[config.mk]
export PLATFORM = sky130hd
export DESIGN_NAME = id_ex_stage
export DESIGN_NICKNAME = d
export VERILOG_FILES = /design/src/rtl/id_ex_stage_pkg.sv /design/src/rtl/id_ex_stage_ctrl_decode.sv /design/src/rtl/id_ex_stage.sv
export SDC_FILE = /design/constraint.sdc
export NUM_CORES = 1
export LEC_CHECK = 0
export BUFFER_PORTS_ARGS = -buffer_cell sky130_fd_sc_hd__buf_2
export CAP_MARGIN = 20
export CORE_AREA = 2 2 143 145
export CTS_CLUSTER_SIZE = 12
export DETAILED_ROUTE_END_ITERATION = 10
export DIE_AREA = 0 0 145 147
export GPL_TIMING_DRIVEN = 0
export PLACE_DENSITY = 0.64
export SLEW_MARGIN = 20
export SYNTH_ARGS = -nofsm -noshare
export SYNTH_HDL_FRONTEND = slang
export SYNTH_SLANG_ARGS = --single-unit
[constraint.sdc]
create_clock -name clk -period 7.5 [get_ports clk]
set_clock_uncertainty 0.2 [all_clocks]
set_input_delay 2.25 -clock clk [delete_from_list [all_inputs] [get_ports clk]]
set_output_delay 2.25 -clock clk [all_outputs]
set_load 0.01 [all_outputs]
[src/rtl/id_ex_stage_pkg.sv]
// Shared MIPS decode definitions: opcodes, instruction field positions and
// the control bundle carried from ID into EX.
package id_ex_stage_pkg;

  localparam logic [5:0] OP_RTYPE = 6'h00;
  localparam logic [5:0] OP_LW    = 6'h23;
  localparam logic [5:0] OP_SW    = 6'h2B;
  localparam logic [5:0] OP_BEQ   = 6'h04;
  localparam logic [5:0] OP_ADDI  = 6'h08;

  localparam int unsigned OP_MSB    = 31;
  localparam int unsigned OP_LSB    = 26;
  localparam int unsigned RS_MSB    = 25;
  localparam int unsigned RS_LSB    = 21;
  localparam int unsigned RT_MSB    = 20;
  localparam int unsigned RT_LSB    = 16;
  localparam int unsigned RD_MSB    = 15;
  localparam int unsigned RD_LSB    = 11;
  localparam int unsigned FUNCT_MSB = 5;
  localparam int unsigned IMM_MSB   = 15;

  typedef struct packed {
    logic reg_write;
    logic mem_read;
    logic mem_write;
    logic alu_src;
    logic branch;
  } ctrl_t;

  typedef enum logic [1:0] {
    DST_NONE,
    DST_RT,
    DST_RD
  } dst_sel_e;

endpackage

[src/rtl/id_ex_stage_ctrl_decode.sv]
// Combinational opcode decode: control bits, destination register and
// whether the instruction reads rt (for load-use hazard detection).
module id_ctrl_decode
  import id_ex_stage_pkg::*;
(
  input  logic [5:0] i_op,
  input  logic [4:0] i_rt,
  input  logic [4:0] i_rd,
  output ctrl_t      o_ctrl,
  output logic [4:0] o_dst,
  output logic       o_uses_rt
);

  dst_sel_e w_dst_sel;

  always_comb begin
    o_ctrl    = '0;
    w_dst_sel = DST_NONE;
    o_uses_rt = 1'b0;
    case (i_op)
      OP_RTYPE: begin
        o_ctrl.reg_write = 1'b1;
        w_dst_sel        = DST_RD;
        o_uses_rt        = 1'b1;
      end
      OP_LW: begin
        o_ctrl.mem_read  = 1'b1;
        o_ctrl.reg_write = 1'b1;
        o_ctrl.alu_src   = 1'b1;
        w_dst_sel        = DST_RT;
      end
      OP_SW: begin
        o_ctrl.mem_write = 1'b1;
        o_ctrl.alu_src   = 1'b1;
        o_uses_rt        = 1'b1;
      end
      OP_BEQ: begin
        o_ctrl.branch = 1'b1;
        o_uses_rt     = 1'b1;
      end
      OP_ADDI: begin
        o_ctrl.reg_write = 1'b1;
        o_ctrl.alu_src   = 1'b1;
        w_dst_sel        = DST_RT;
      end
      default: ;
    endcase
  end

  always_comb begin
    case (w_dst_sel)
      DST_RT:  o_dst = i_rt;
      DST_RD:  o_dst = i_rd;
      default: o_dst = '0;
    endcase
  end

endmodule

[src/rtl/id_ex_stage.sv]
// ID stage and ID/EX pipeline register: register-file addressing, writeback
// bypass, load-use stall, branch flush and a saturating bubble counter.
module id_ex_stage
  import id_ex_stage_pkg::*;
#(
  parameter int unsigned bit_size = 32
) (
  input  logic                clk,
  input  logic                rst,
  input  logic [31:0]         IF_ID_instr,
  input  logic [bit_size-1:0] IF_ID_pc,
  input  logic                IF_ID_valid,
  input  logic                flush,
  output logic [4:0]          Read_addr_1,
  output logic [4:0]          Read_addr_2,
  input  logic [bit_size-1:0] Read_data_1,
  input  logic [bit_size-1:0] Read_data_2,
  input  logic                WB_RegWrite,
  input  logic [4:0]          WB_Write_addr,
  input  logic [bit_size-1:0] WB_Write_data,
  output logic                stall,
  output logic                ID_EX_valid,
  output logic [bit_size-1:0] ID_EX_pc,
  output logic [bit_size-1:0] ID_EX_rs_data,
  output logic [bit_size-1:0] ID_EX_rt_data,
  output logic [bit_size-1:0] ID_EX_imm,
  output logic [4:0]          ID_EX_rs,
  output logic [4:0]          ID_EX_rt,
  output logic [4:0]          ID_EX_dst,
  output logic [5:0]          ID_EX_funct,
  output logic                ID_EX_RegWrite,
  output logic                ID_EX_MemRead,
  output logic                ID_EX_MemWrite,
  output logic                ID_EX_ALUSrc,
  output logic                ID_EX_Branch,
  output logic [31:0]         bubble_count
);

  logic [4:0]          w_rs, w_rt, w_rd, w_dst;
  logic [5:0]          w_op;
  logic                w_uses_rt;
  ctrl_t               w_ctrl;
  logic [bit_size-1:0] w_rs_data, w_rt_data, w_imm;
  logic                w_hazard, w_bubble;

  logic                r_valid;
  logic [bit_size-1:0] r_pc, r_rs_data, r_rt_data, r_imm;
  logic [4:0]          r_rs, r_rt, r_dst;
  logic [5:0]          r_funct;
  ctrl_t               r_ctrl;
  logic [31:0]         r_bubble_count;

  assign w_op = IF_ID_instr[OP_MSB:OP_LSB];
  assign w_rs = IF_ID_instr[RS_MSB:RS_LSB];
  assign w_rt = IF_ID_instr[RT_MSB:RT_LSB];
  assign w_rd = IF_ID_instr[RD_MSB:RD_LSB];
  assign w_imm = {{(bit_size-16){IF_ID_instr[IMM_MSB]}}, IF_ID_instr[IMM_MSB:0]};

  assign Read_addr_1 = w_rs;
  assign Read_addr_2 = w_rt;

  id_ctrl_decode u_decode (
    .i_op      (w_op),
    .i_rt      (w_rt),
    .i_rd      (w_rd),
    .o_ctrl    (w_ctrl),
    .o_dst     (w_dst),
    .o_uses_rt (w_uses_rt)
  );

  // $0 is forced to zero regardless of regfile contents or a stray WB to $0.
  always_comb begin
    w_rs_data = Read_data_1;
    if (w_rs == '0)
      w_rs_data = '0;
    else if (WB_RegWrite && (WB_Write_addr == w_rs))
      w_rs_data = WB_Write_data;
  end

  always_comb begin
    w_rt_data = Read_data_2;
    if (w_rt == '0)
      w_rt_data = '0;
    else if (WB_RegWrite && (WB_Write_addr == w_rt))
      w_rt_data = WB_Write_data;
  end

  assign w_hazard = r_valid && r_ctrl.mem_read && (r_dst != '0) &&
                    ((r_dst == w_rs) || (w_uses_rt && (r_dst == w_rt)));
  assign stall    = IF_ID_valid && w_hazard && !flush;
  assign w_bubble = flush || stall;

  always_ff @(posedge clk or posedge rst) begin
    if (rst) begin
      r_valid        <= 1'b0;
      r_pc           <= '0;
      r_rs_data      <= '0;
      r_rt_data      <= '0;
      r_imm          <= '0;
      r_rs           <= '0;
      r_rt           <= '0;
      r_dst          <= '0;
      r_funct        <= '0;
      r_ctrl         <= '0;
      r_bubble_count <= '0;
    end else if (w_bubble) begin
      r_valid   <= 1'b0;
      r_pc      <= '0;
      r_rs_data <= '0;
      r_rt_data <= '0;
      r_imm     <= '0;
      r_rs      <= '0;
      r_rt      <= '0;
      r_dst     <= '0;
      r_funct   <= '0;
      r_ctrl    <= '0;
      if (r_bubble_count != '1)
        r_bubble_count <= r_bubble_count + 32'd1;
    end else begin
      r_valid   <= IF_ID_valid;
      r_pc      <= IF_ID_pc;
      r_rs_data <= w_rs_data;
      r_rt_data <= w_rt_data;
      r_imm     <= w_imm;
      r_rs      <= w_rs;
      r_rt      <= w_rt;
      r_dst     <= w_dst;
      r_funct   <= IF_ID_instr[FUNCT_MSB:0];
      r_ctrl    <= w_ctrl;
    end
  end

  assign ID_EX_valid    = r_valid;
  assign ID_EX_pc       = r_pc;
  assign ID_EX_rs_data  = r_rs_data;
  assign ID_EX_rt_data  = r_rt_data;
  assign ID_EX_imm      = r_imm;
  assign ID_EX_rs       = r_rs;
  assign ID_EX_rt       = r_rt;
  assign ID_EX_dst      = r_dst;
  assign ID_EX_funct    = r_funct;
  assign ID_EX_RegWrite = r_ctrl.reg_write;
  assign ID_EX_MemRead  = r_ctrl.mem_read;
  assign ID_EX_MemWrite = r_ctrl.mem_write;
  assign ID_EX_ALUSrc   = r_ctrl.alu_src;
  assign ID_EX_Branch   = r_ctrl.branch;
  assign bubble_count   = r_bubble_count;

endmodule
==> results.yml, run 1 <==
power:
  powerDensity_nw_per_um2: 217
  total_power_uw: 2120
  leakage_uw: 0.00508
  ir_worst_vdd_v: 0.000148
global_route:
  use_met3_pct: 5.34
  grt_pass1_vias: 5782
  grtUsageMet2_pct: 33.5
  met1_usage_pct: 24.9
  overflow: 0
  grt_max_degree: 88
  antenna_found_initial: 0
  grt_pass1_wl_mm: 32.8
  grt_usage_pct: 20.0
  busiest_layer: "met2"
clock_tree:
  htree_levels: 4
  clock_latency_ps: 420
  clk_pin_slew_worst_paths_ps: 70
  hold_buffers: 0
  numCtsBuffers: 17
  cts.sinks: 165
  cts_max_path_buffers: 2
  cts_tree: "yes"
  cts.repair.resized: 0
  post_cts_buffers: 0
  cts_root_buffer: "clkbuf_16"
timing:
  min_period_ps: 6060
  rsz0062_at_grt: "no"
  maxClockFrequency_ghz: 0.165
  fin_ws_ps: 1440
  slew_headroom_pct: 46.8
  setup-violations-final: 0
  finalHoldWorstSlack_ps: 286
  finalCritPeriodShare_pct: 80.7
  tns_ps: 0
  tightest_slew_ps: 798
  maxSlewViolCount: 0
  hold_violations: 0
logic_synthesis:
  yosysTopAreaCell: "dfrtp_1"
  yosys_warnings: 0
  postSynthRegisterBits: 165
  synthesis.nets: 762
  yosys.area.top_type_share_pct: 59.4
  synth.area.top_cells: "dfrtp_1 (59%), mux2i_1 (9.2%), and2_1 (5.3%), xnor2_1 (4.2%), nor2_1 (4.0%)"
  synth-main-ff-cell: "dfrtp_1"
  synthCells: 589
  syn_avg_cell_area_um2: 11.8
  async_flop_share_pct: 100
  ys_seq_area_share_pct: 59.4
  yosysUniqueCellTypes: 36
  synth_area_um2: 6960
  synth_edf_count: 0
floorplanning:
  dieArea_um2: 21300
  start_util_pct: 35.1
  ioPinCount: 368
  coreArea_um2: 19800
  die_x_um: 145
  rows: 52
  die_height_um: 147
cells_and_area:
  drive_above_1_share_pct: 45.8
  area_delta_synth_final_pct: 39.9
  n_antenna_cell: 0
  finalNetCount: 1149
  seqCellArea_um2: 4130
  stdcell_area_um2: 9730
  n_fill_cell: 1865
  multi_input_area_um2: 2430
  mostFrequentLayoutCell: "buf_2"
  final_cell_mix: "buf_2 (384), dfrtp_1 (165), nor2_1 (74)"
min_path:
  min_path_type: "reg -> reg"
place:
  port_buffers: 367
  placed_area_um2: 9170
  routabilityCongestion: 0.836
  dp_hpwl_mm: 16.4
  post-place-ws_ps: 1440
routing:
  antenna_left: 0
  first_pass_iters: 4
  wl_mm: 21.2
  via_count: 5679
  drc_errors: 0
  vias_per_cell: 4.51
  initialDrtViolationCount: 240
  wire_per_inst_um: 16.8
status:
  status: "finished clean"
setup_path:
  cp.required_ps: 5050
  crit_fanout: 5
  end_kind: "output pin"
  startpoint_type: "primary input"
  crit_arrival_ps: 3610
  worst-setup-path-type: "in -> out"
run:
  cap_violations: 0
[worst max-delay path: stages]
cell	delay (ps)
buf_2	120
or4_1	570
o21ai_0	120
nand4b_1	200
a21oi_1	190
buf_2	160
[metrics by stage]
stage	std cells	utilization, %
global placement	1226	46.0
CTS	1259	49.0
finish	1259	49.0
floorplan	589	-
detailed placement	1227	46.2
global route	1259	49.0
[registers in the layout, indices dropped and copies added, names as in the netlist]
| register | flops |
|---|---|
| ID_EX_ALUSrc | 1 |
| ID_EX_Branch | 1 |
| ID_EX_MemRead | 1 |
| ID_EX_MemWrite | 1 |
| ID_EX_RegWrite | 1 |
| ID_EX_dst | 5 |
| ID_EX_funct | 5 |
| ID_EX_imm | 11 |
| ID_EX_pc | 32 |
| ID_EX_rs | 5 |
| ID_EX_rs_data | 32 |
| ID_EX_rt | 5 |
| ID_EX_rt_data | 32 |
| ID_EX_valid | 1 |
| bubble_count | 32 |
[synthesized netlist by cell type (2+ instances only)]
master / instances
nor2_1: 74
a22oi_1: 5
and3_1: 12
a21oi_1: 3
xnor2_1: 33
nand2_1: 15
buf_2: 17
dfrtp_1: 165
buf_4: 32
nor3b_1: 5
and2_1: 59
o21ai_1: 3
mux2i_1: 64
xor2_1: 18
inv_1: 6
buf_1: 3
ha_1: 3
nand3_1: 16
nor4_1: 5
nor3_1: 4
or4_1: 7
nand4_1: 16
clkbuf_1: 7
and4_1: 2
or3_1: 4
[final cells by class]
type / instances / area share [%]
Tap cell: 270 / 3.47
Buffer: 60 / 3.84
Timing Repair Buffer: 368 / 19.2
Clock buffer: 20 / 4.59
Clock inverter: 12 / 1.23
Inverter: 6 / 0.309
Sequential cell: 165 / 42.4
Multi-Input combinational cell: 358 / 25.0
[where the power goes]
part,switching [uW],total [uW],internal (uW)
Sequential,35.6,979,944
Combinational,158,297,139
Clock,368,840,471
Total,562,2120,1550
[worst paths after layout]
check	from	to	slack [ps]	cells past startpoint
worst max-delay path	IF_ID_instr[26]	stall	1440	6
worst min-delay path	bubble_count[6]	bubble_count[6]	290	1
worst max register to register	ID_EX_dst[1]	ID_EX_dst[3]	4760	7
worst min register to register	bubble_count[6]	bubble_count[6]	290	1
max in group asynchronous	rst	ID_EX_dst[1]	4590	3
min in group asynchronous	rst	ID_EX_rs_data[20]	1680	2
[per-layer routing]
metal,share of wire (%),wire [um]
met1,42,8930
met2,50,10500
met3,6.2,1320
met4,1.9,402
met5,0,0
[kinds of logic after synthesis]
| logic type | after synthesis | share of synthesized area (%) |
|---|---|---|
| muxes | 65 | 9.42 |
| xor gates and xnor gates | 51 | 6.42 |
| AOI/OAI and AO/OA | 14 | 1.24 |
| and+or+nand+nor | 225 | 17.3 |
| buffers and inverters | 66 | 5.70 |
| DFF | 165 | 59.4 |
| adders and majority gates | 3 | 0.540 |
Power figures use the tool's default switching activity.
==> inputs of run 2 (changes only) <==
==> constraint.sdc (replaced) <==
create_clock -name clk -period 5.89 [get_ports clk]
set_clock_uncertainty 0.2 [all_clocks]
set_input_delay 1.767 -clock clk [delete_from_list [all_inputs] [get_ports clk]]
set_output_delay 1.767 -clock clk [all_outputs]
set_load 0.01 [all_outputs]
==> results.yml, run 2 (synthesis gave the netlist of run 1 again) <==
status:
  status: "finished clean"
cells_and_area:
  seqCellArea_um2: 4130
  area_delta_synth_final_pct: 40.8
  multi_input_area_um2: 2430
  mostFrequentLayoutCell: "buf_2"
  n_fill_cell: 1819
  final_cell_mix: "buf_2 (384), dfrtp_1 (165), nor2_1 (74)"
  utilization_pct: 49.4
  finalNetCount: 1153
  drive_above_1_share_pct: 46.2
  n_antenna_cell: 0
floorplanning:
  dieArea_um2: 21300
  ioPinCount: 368
  start_util_pct: 35.1
  rows: 52
  coreArea_um2: 19800
  die_x_um: 145
  die_height_um: 147
routing:
  drc_errors: 0
  wl_mm: 20.9
  antenna_left: 0
  wl_met2_mm: 10.4
  met3_length_mm: 1.28
  wl_met1_mm: 8.62
  first_pass_iters: 4
  vias_per_cell: 4.52
  wire_per_inst_um: 16.6
  initialDrtViolationCount: 215
  via_count: 5711
  routed.top_layer: "met4"
clock_tree:
  cts_tree: "yes"
  clock_latency_ps: 430
  cts_root_buffer: "clkbuf_16"
  numCtsBuffers: 17
  post_cts_buffers: 0
  cts.sinks: 165
  cts_max_path_buffers: 2
  clk_pin_slew_worst_paths_ps: 60
  hold_buffers: 0
  cts.repair.resized: 0
  htree_levels: 4
timing:
  setup-violations-final: 0
  rsz0062_at_grt: "no"
  slew_headroom_pct: 43.7
  hold_violations: 0
  finalCritPeriodShare_pct: 86.3
  maxClockFrequency_ghz: 0.197
  maxSlewViolCount: 0
  min_period_ps: 5080
  tns_ps: 0
  tightest_slew_ps: 844
setup_path:
  worst_r2r_startpoint: "ID_EX_dst[1]"
  reg2reg_to: "ID_EX_dst[3]"
  startpoint_type: "primary input"
  crit_fanout: 5
  end_kind: "output pin"
  cp.required_ps: 3920
  crit_arrival_ps: 3120
  reg2reg_depth: 7
  ff2ff_setup_slack_ps: 3230
  worst-setup-path-type: "in -> out"
min_path:
  min_from: "bubble_count[14]"
  min_path_type: "reg -> reg"
  min_path_cells: 1
  whs_endpoint: "bubble_count[14]"
power:
  powerDensity_nw_per_um2: 273
  leakage_uw: 0.00511
  ir_worst_vdd_v: 0.000178
place:
  dp_hpwl_mm: 16.3
  port_buffers: 367
  routabilityCongestion: 0.844
global_route:
  antenna_found_initial: 0
  grt_max_degree: 35
  grt_usage_pct: 20.0
  grt_pass1_vias: 5899
  grt_pass1_wl_mm: 32.9
  overflow: 0
run:
  cap_violations: 0
## run 2: report_power, final
group / switching, uW / internal (uW) / total, uW / leakage [uW]
Sequential: 44.5 / 1200 / 1250 / 0.00216
Clock: 470 / 577 / 1050 / 0.000262
Combinational: 201 / 181 / 382 / 0.00269
## run 2: stage by stage
step / hold WS, ps / cell area, um^2 / power, uW / setup slack [ps] / std cells
after floorplan: 318 / 6960 / 1450 / 1140 / 589
after global placement: 281 / 9140 / 1640 / 776 / 1226
after detailed placement: 286 / 9240 / 1650 / 851 / 1231
after CTS: 295 / 9790 / 2710 / 845 / 1263
after global routing: 321 / 9790 / 2800 / 747 / 1263
final: 295 / 9790 / 2670 / 806 / 1263
## run 2: critical path, cell delays in order
cell      delay [ps]
buf_2            120
or4_1            550
o21ai_0          120
nand4b_1         190
a21oi_1          190
buf_2            170
## run 2: worst max path at each step
stage	slack [ps]	from	cells after the start	end
after CTS	850	IF_ID_instr[26]	6	stall
after global placement	780	rst	2	ID_EX_rs_data[8]
after global routing	750	IF_ID_instr[26]	6	stall
after detailed placement	850	IF_ID_instr[26]	6	stall
after floorplan	1140	IF_ID_instr[26]	4	stall
final	810	IF_ID_instr[26]	6	stall
## run 2: routing by layer
layer	vias to the layer above	global-route usage (%)
met2	233	33.9
met3	41	5.62
li1	2715	-
met4	0	7.82
met1	2722	24.2
met5	-	0
## run 2: area by class of cell
| cell class | count | area share (%) |
|---|---|---|
| multi-input cells | 358 | 24.8 |
| plain buffers | 60 | 3.82 |
| clock buffers | 20 | 4.77 |
| clock inverters | 12 | 0.933 |
| inverters | 6 | 0.268 |
| repair buffers | 372 | 19.8 |
| flip-flops and latches | 165 | 42.2 |
| well taps | 270 | 3.45 |
